### config.mk
export PLATFORM = sky130hd
export DESIGN_NAME = shift_unstreamer_flat
export DESIGN_NICKNAME = d
export VERILOG_FILES = /design/src/rtl/ebpc_pkg.sv /design/src/rtl/shift_unstreamer_if.sv /design/src/rtl/shift_unstreamer.sv /design/src/flat_wrapper.sv
export SDC_FILE = /design/constraint.sdc
export NUM_CORES = 1
export LEC_CHECK = 0
export ABC_AREA = 1
export ABC_CLOCK_PERIOD_IN_PS = 3600
export CAP_MARGIN = 40
export CORE_MARGIN = 10
export CORE_UTILIZATION = 52
export CTS_BUF_LIST = sky130_fd_sc_hd__clkbuf_8
export CTS_CLUSTER_DIAMETER = 60
export DETAILED_ROUTE_END_ITERATION = 7
export PLACE_DENSITY = 0.89
export SYNTH_ARGS = -nofsm -noshare
export SYNTH_HDL_FRONTEND = slang
export SYNTH_SLANG_ARGS = --single-unit
### constraint.sdc
create_clock -name clk_i -period 3.6 [get_ports clk_i]
set_clock_uncertainty 0.2 [all_clocks]
set_input_delay 0.36 -clock clk_i [delete_from_list [all_inputs] [get_ports clk_i]]
set_output_delay 0.36 -clock clk_i [all_outputs]
set_load 0.02 [all_outputs]
### src/rtl/ebpc_pkg.sv
// Shared EBPC decoder constants and the bit-unstreamer state type.
package ebpc_pkg;

  localparam int unsigned DATA_W         = 8;
  localparam int unsigned UNSTREAM_CNT_W = $clog2(2*DATA_W+1);
  localparam int unsigned UNSTREAM_SH_W  = $clog2(DATA_W+1);

  typedef enum logic [1:0] {
    EMPTY,
    FILL,
    AVAIL,
    DRAIN
  } unstream_state_t;

endpackage

### src/rtl/shift_unstreamer_if.sv
// Input-word and output-window handshake bundle of the shift unstreamer.
interface shift_unstreamer_if #(
  parameter int unsigned DATA_W = ebpc_pkg::DATA_W
);
  localparam int unsigned CNT_W = $clog2(2*DATA_W+1);
  localparam int unsigned SH_W  = $clog2(DATA_W+1);

  logic [DATA_W-1:0] data_i;
  logic              last_i;
  logic              vld_i;
  logic              rdy_o;
  logic [DATA_W-1:0] data_o;
  logic [CNT_W-1:0]  avail_o;
  logic              vld_o;
  logic [SH_W-1:0]   shift_i;
  logic              rdy_i;

  modport master (
    output data_i, last_i, vld_i, shift_i, rdy_i,
    input  rdy_o, data_o, avail_o, vld_o
  );

  modport slave (
    input  data_i, last_i, vld_i, shift_i, rdy_i,
    output rdy_o, data_o, avail_o, vld_o
  );

endinterface

### src/rtl/shift_unstreamer.sv
// Packed-word to variable-length bit window converter (decoder side).
// Optional sticky protocol error output: define SHIFT_UNSTREAMER_ERR_EN.
module shift_unstreamer #(
  parameter int unsigned DATA_W = ebpc_pkg::DATA_W
) (
  input  logic               clk_i,
  input  logic               rst_i,
  shift_unstreamer_if.slave  bus,
`ifdef SHIFT_UNSTREAMER_ERR_EN
  output logic               err_o,
`endif
  output logic               idle_o
);
  import ebpc_pkg::*;

  localparam int unsigned BUF_W = 2*DATA_W;
  localparam int unsigned CNT_W = $clog2(2*DATA_W+1);

  unstream_state_t   state_q, state_d;
  logic [BUF_W-1:0]  buf_q, buf_d;
  logic [CNT_W-1:0]  cnt_q, cnt_d;
  logic [CNT_W-1:0]  shift_ext, shift_lim, shift_eff, cnt_sh;
  logic              rdy, vld, in_xfer, out_xfer;

  assign rdy = (cnt_q <= CNT_W'(DATA_W)) && (state_q != DRAIN);
  assign vld = (state_q == AVAIL) || ((state_q == DRAIN) && (cnt_q != '0));

  assign bus.rdy_o   = rdy;
  assign bus.vld_o   = vld;
  assign bus.data_o  = buf_q[BUF_W-1 -: DATA_W];
  assign bus.avail_o = cnt_q;
  assign idle_o      = (state_q == EMPTY) && !bus.vld_i;

  // Datapath: consume first, then merge the new word right behind what is left.
  always_comb begin
    in_xfer   = bus.vld_i && rdy;
    out_xfer  = vld && bus.rdy_i;
    shift_ext = CNT_W'(bus.shift_i);
    shift_lim = (cnt_q < CNT_W'(DATA_W)) ? cnt_q : CNT_W'(DATA_W);
    shift_eff = '0;
    if (out_xfer) begin
      shift_eff = (shift_ext > shift_lim) ? shift_lim : shift_ext;
    end
    cnt_sh = cnt_q - shift_eff;
    buf_d  = buf_q << shift_eff;
    cnt_d  = cnt_sh;
    if (in_xfer) begin
      buf_d = buf_d | ({bus.data_i, {DATA_W{1'b0}}} >> cnt_sh);
      cnt_d = cnt_sh + CNT_W'(DATA_W);
    end
  end

  always_comb begin
    state_d = state_q;
    case (state_q)
      EMPTY, FILL, AVAIL: begin
        if (in_xfer && bus.last_i) begin
          state_d = DRAIN;
        end else if (cnt_d == '0) begin
          state_d = EMPTY;
        end else if (cnt_d < CNT_W'(DATA_W)) begin
          state_d = FILL;
        end else begin
          state_d = AVAIL;
        end
      end
      DRAIN: begin
        if (cnt_d == '0) begin
          state_d = EMPTY;
        end
      end
      default: state_d = EMPTY;
    endcase
  end

  always_ff @(posedge clk_i or posedge rst_i) begin
    if (rst_i) begin
      state_q <= EMPTY;
      buf_q   <= '0;
      cnt_q   <= '0;
    end else begin
      state_q <= state_d;
      buf_q   <= buf_d;
      cnt_q   <= cnt_d;
    end
  end

`ifdef SHIFT_UNSTREAMER_ERR_EN
  logic err_q, err_d;

  always_comb begin
    err_d = err_q;
    if (out_xfer && ((shift_ext > cnt_q) || (shift_ext > CNT_W'(DATA_W)))) begin
      err_d = 1'b1;
    end
    if (bus.vld_i && bus.last_i && (state_q == DRAIN)) begin
      err_d = 1'b1;
    end
  end

  always_ff @(posedge clk_i or posedge rst_i) begin
    if (rst_i) begin
      err_q <= 1'b0;
    end else begin
      err_q <= err_d;
    end
  end

  assign err_o = err_q;
`endif

endmodule

### src/flat_wrapper.sv
// flat-port wrapper written by rule: the top's interface ports become plain ports
module shift_unstreamer_flat import ebpc_pkg::*;
#(
  parameter int unsigned DATA_W = ebpc_pkg::DATA_W
)
  (clk_i, rst_i, idle_o, bus_data_i, bus_last_i, bus_vld_i, bus_shift_i, bus_rdy_i, bus_rdy_o, bus_data_o, bus_avail_o, bus_vld_o);
  shift_unstreamer_if #(.DATA_W(DATA_W)) bus_i ();
  input  logic clk_i;
  input  logic rst_i;
  output logic idle_o;
  input wire logic [$bits(bus_i.data_i)-1:0] bus_data_i;
  input wire logic [$bits(bus_i.last_i)-1:0] bus_last_i;
  input wire logic [$bits(bus_i.vld_i)-1:0] bus_vld_i;
  input wire logic [$bits(bus_i.shift_i)-1:0] bus_shift_i;
  input wire logic [$bits(bus_i.rdy_i)-1:0] bus_rdy_i;
  output wire logic [$bits(bus_i.rdy_o)-1:0] bus_rdy_o;
  output wire logic [$bits(bus_i.data_o)-1:0] bus_data_o;
  output wire logic [$bits(bus_i.avail_o)-1:0] bus_avail_o;
  output wire logic [$bits(bus_i.vld_o)-1:0] bus_vld_o;
  assign bus_i.data_i = bus_data_i;
  assign bus_i.last_i = bus_last_i;
  assign bus_i.vld_i = bus_vld_i;
  assign bus_i.shift_i = bus_shift_i;
  assign bus_i.rdy_i = bus_rdy_i;
  assign bus_rdy_o = bus_i.rdy_o;
  assign bus_data_o = bus_i.data_o;
  assign bus_avail_o = bus_i.avail_o;
  assign bus_vld_o = bus_i.vld_o;
  shift_unstreamer #(.DATA_W(DATA_W)) u_core (.clk_i(clk_i), .rst_i(rst_i), .bus(bus_i), .idle_o(idle_o));
endmodule
Yosys cells after proc, flatten, opt, wreduce, memory -nomap -nowiden
Cells that the tools add are included.
{"block": "word_totals", "reg_bits": 23, "out_inout_bits": 16}
{"block": "op_classes", "mux": 10, "shifts": 2, "bitwise_logic": 1, "n_reduce_logical": 12, "n_addsub": 2, "eq_ne": 5, "n_lt_le_gt_ge": 4}
{"op": "$mux 5", "n": 4}
{"op": "$mux 16", "n": 1}
{"op": "$or 16x16->16", "n": 1}
{"op": "$shl 16x5->16", "n": 1}
{"op": "$shr 16x5->16", "n": 1}
{"op": "$lt 5x4->1 const B", "n": 2}
{"op": "$mux 2", "n": 4}
{"op": "$logic_and 1x1->1", "n": 6}
{"op": "$add 5x4->5 const B", "n": 1}
{"op": "$gt 4x5->1", "n": 1}
{"op": "$le 5x4->1 const B", "n": 1}
{"op": "$logic_not 5->1", "n": 1}
{"op": "$reduce_bool 5->1", "n": 1}
{"op": "$sub 5x5->5", "n": 1}
{"op": "$eq 2x2->1 const B", "n": 2}
{"op": "$ne 2x2->1 const B", "n": 2}
{"op": "$pmux 2 s2", "n": 1}
{"op": "$reduce_or 3->1", "n": 1}
{"op": "$eq 2x1->1 const B", "n": 1}
{"op": "$logic_not 2->1", "n": 1}
{"op": "$logic_not 1->1", "n": 1}
{"op": "$logic_or 1x1->1", "n": 1}

Longest topological paths before layout
{"block": "logic_depth", "ltp_word": 13, "depth_mapped": 22}

Worst setup path before layout
Ideal clock, no wire load.
{"block": "synth_path", "kind": "reg-to-reg", "from": "register u_core.cnt_q[4], in the netlist u_core.bus.avail_o[4]", "to": "register u_core.buf_q[3]", "synth_period_minus_slack_ns": 3.666, "required_ns": 3.331, "stages_incl_launch_ff": 21, "slack_ns": -0.066, "t_arrival_ns": 3.396, "path_cell_list": "dfrtp_1 nor2_4 nand2_1 ha_1 nand2_1 nor2_1 nor2_1 nand2_1 nand2_2 nand2_2 nand3_4 buf_6 inv_1 ha_1 fa_1 xnor2_1 clkbuf_1 nand4_1 o21ai_0 nand4_1 nand3_1"}
{"block": "synth_via", "elab_chain_len": 9, "elab_cells_between_ends": 17, "cone_classes": "add/sub (1); order compare (3); shift (2); mux (4); bitwise (1); reduce/logical (6)"}
{"element": "start, declared", "line": "shift_unstreamer.sv:21", "source": "logic [CNT_W-1:0] cnt_q, cnt_d;"}
{"element": "start signal, assigned", "line": "shift_unstreamer.sv:84", "source": "cnt_q <= cnt_d;"}
{"element": "$lt 5x4->1 / $reduce_bool 5->1 (equally long branches)", "line": "shift_unstreamer.sv:39, shift_unstreamer.sv:26"}
{"element": "$mux 5 / $logic_and 1x1->1 (equally long branches)", "line": "shift_unstreamer.sv:39, shift_unstreamer.sv:26"}
{"element": "$gt 4x5->1 / $logic_or 1x1->1 (equally long branches)", "line": "shift_unstreamer.sv:42, shift_unstreamer.sv:26"}
{"element": "$mux 5 / $logic_and 1x1->1 (equally long branches)", "line": "shift_unstreamer.sv:42, shift_unstreamer.sv:37"}
{"element": "$mux 5", "line": "shift_unstreamer.sv:41", "source": "if (out_xfer) begin"}
{"element": "$sub 5x5->5", "line": "shift_unstreamer.sv:44", "source": "cnt_sh = cnt_q - shift_eff;"}
{"element": "$shr 16x5->16", "line": "shift_unstreamer.sv:48", "source": "buf_d = buf_d | ({bus.data_i, {DATA_W{1'b0}}} >> cnt_sh);"}
{"element": "$or 16x16->16", "line": "shift_unstreamer.sv:48"}
{"element": "$mux 16 *", "line": "shift_unstreamer.sv:47", "source": "if (in_xfer) begin"}
{"element": "via u_core.buf_d[3]", "line": "shift_unstreamer.sv:20", "source": "logic [BUF_W-1:0] buf_q, buf_d;"}
{"element": "end signal, assigned", "line": "shift_unstreamer.sv:83", "source": "buf_q <= buf_d;"}
{"element": "end, declared", "line": "shift_unstreamer.sv:20"}
Mark *: on every way through the listed nets, which the timed path passes. The rest lies on a longest branch.
A chain may end at the register's enable or synchronous reset.

Worst setup path in the final report
{"block": "layout_path", "from": "register u_core.cnt_q[3], in the netlist u_core.bus.avail_o[3]", "to": "register u_core.buf_q[2]"}
The elaborated chain is that of the path after synthesis.

==> results.md <==
* Outcome: complete, but fails checks
* Failing checks: setup timing
* Ys Warns at 0
* R2R depth at 19
* Crit path required time at 3.54 ns
* Largest family of logic cells by synthesized area: simple AND/OR/NAND/NOR gates
* Syn_nets at 383
* Vias at between 3,000 and 4,000
* Worst setup margin at -0.06446 ns
* HP Class: input port to asynchronous set/reset pin
* Drt initial violations at between 300 and 400
* Simple-gate share of the synthesized area at 44.08%
* Most common flop cell mapped by yosys: dfrtp_1
* Mean post-synth cell area at approximately 6.6 um^2
* Clock Tree Root: clkbuf_8
* Port-buffer cells at 32
* Diodes inserted at 0
* Most frequent cells in the layout: nand3_1, nand2_1, inv_1, buf_4, clkdlybuf4s50_1
* DP HPWL at 5.950 mm
* Slowest stage cell, crit path: fa_2
* DIE HEIGHT at 87.35 um
* Initial antenna violation count at 0
* Critical path data arrival time at 3.60 ns
* Largest net degree at the start of global routing at 18
* Final min period at 3.664 ns
* 1st-pass router iterations at 7
* Seq/Total Area, Yosys at between 20% and 30%
* Post-synthesis xor/xnor area fraction at 1.804%
* Top fanout value on the critical path at 7
* CP bufs+invs at 2
* Via/cell ratio at 6.391
* Mux contribution to synthesized area at less than 1%
* Post-synth cell types at 34
* Layout Nets at 446
* Syn Std Cell Area at 0.002359 mm^2
* Worst skew pair latency at approximately 0.27 ns
* Starting Density at 53.80%
* FF-to-FF setup slack at -0.06 ns
* Most common cell after layout, fill and taps aside: nand3_1
* Total routed wirelength at 8.707 mm
* Unrepaired setup endpoints after global routing: yes
* Routability cong. at roughly 0.92
* Maximum clock frequency at 272.9 MHz
* Die ar. at 0.007629 mm^2
* Synth Instances at 357
* Pre-CTS setup slack at -0.2204 ns
* Startpoint Class: register
* Layout cell share with drive strength beyond 1 at ~22%
* Final period utilization at 101.8%
* #FFs+latches synth at 23
* Fillers at just over 300
* Async SR Flop Fraction at 100.0%
* Clock sinks at 23
* Vias in the first global route at 2,761
* Core region area at 0.004384 mm^2
* CP peak stage delay at about 0.66 ns
* Post-synthesis adder-cell area fraction at 5.093%
* Final setup violation count at 5
* Final instance area at 0.003219 mm^2
* Max clock buf depth at 2
* Drt drc at 0
* Pins Over Slew Limit at 0
* CTS Buf Count at 3
* Clk slew on worst S/H paths at 0.08 ns
* P&R area growth vs syn at 36.50%
* CP endpoint kind: register
* DP Area at 0.002888 mm^2
* Worst slew pin tran at 0.3848 ns
* CTS tree: done
* ANT nets after route at 0
* IO Count at 33
* Kind of critical path: register to register
* Setup TNS at -0.1284 ns
* Crit-path most repeated cell: nand2_2
* Fin util at 73.43%
* Global-route usage over all layers at 19.44%
* Slew margin rel. at 74.26%
* Stages on worst setup path at 19
* Final Hold Violating Endpoints at 0
* Post-synth EDFFs at 0
* Drt wl/cell at 18.49 um
* Site Rows at 24
* CTS Hold Bufs at 0
* First-pass GRT wire length at 12.46 mm
* Die Wd at 87.35 um
* Critical path, cell by cell: nor2_4, nand2_2, ha_4, nand2_2, nor2_1, nor2_1, nand2_2, nand3_2, nand3_4, inv_2, ha_4, fa_2, buf_6, nand2_2, o21ai_2, nor2_1, a31oi_1, o21a_1, nand2_1
* CP delay by family, top: adder cells
* Max cap viols at 0
* Compound-cell area share of the yosys netlist at roughly a tenth
* H-Tree Depth at 1
* Grt total ovfl at 0
timing repair:
action                                  CTS  global route
buffers inserted                          3            10
endpoints found under the setup margin    7            18
pin swaps                                 2            24
resized for setup                         1            44
routing by layer:
layer / part of all wire [%] / global-route usage (%)
met5: 0 / 0
met2: 48 / 34.59
met4: 7.1 / 10.58
met1: 36 / 21.88
met3: 9.4 / 2.154
sequential cells by signal, summed over array words and instances, names as in the netlist:
signal              count
u_core.buf_q           16
u_core.bus.avail_o      5
u_core.state_q          2
final cells by class:
type | count | area, um^2 | share of cell area (%)
inverter | 48 | 182.7 | 5.674
tap | 52 | 65.06 | 2.021
multi-input combinational | 265 | 1639 | 50.91
clock inverter | 1 | 5.005 | 0.1555
timing repair buffer | 79 | 708.2 | 22.00
clock buffer | 3 | 41.29 | 1.283
sequential | 23 | 578.1 | 17.96
synth_stat cells (all sizes together), types with 2 or more instances:
library cell   n  share of area (%)
xor2           2               0.74
clkbuf         2               0.32
dfrtp         23                 24
a21oi          4               0.85
nand3         98                 22
xnor2          2                1.1
o211ai         3                1.5
ha             8                4.2
buf           19                6.3
nor2          20                4.2
mux2i          2               0.85
inv           48                7.6
o21ai         28                5.9
nand2         70                 11
nand4         20                5.3
stage by stage:
step	hold WS [ns]	instances
5_1_grt	0.2081	471
4_1_cts	0.1999	461
2_1_floorplan	0.1618	357
6_report	0.2046	471
3_3_place_gp	0.4364	453
3_5_place_dp	0.4440	454
kinds of logic after synthesis:
logic type,Yosys count
simple gates,211
buf+inv,69
compound gates,39
flops,23
fa+ha+maj,9
xor+xnor,4
mux,2
path summary, 6_finish.rpt:
check	startpoint	end
worst max-delay path	u_core.bus.avail_o[3]	u_core.buf_q[2]
worst min-delay path	rst_i	u_core.bus.avail_o[0]
worst max register to register	u_core.bus.avail_o[3]	u_core.buf_q[2]
worst min register to register	u_core.state_q[0]	u_core.state_q[1]
max in group asynchronous	rst_i	u_core.buf_q[0]
min in group clk_i	u_core.state_q[0]	u_core.state_q[1]
Power is not shown: default switching activity piles up to over one toggle a cycle in this logic, so the estimate is an artifact.
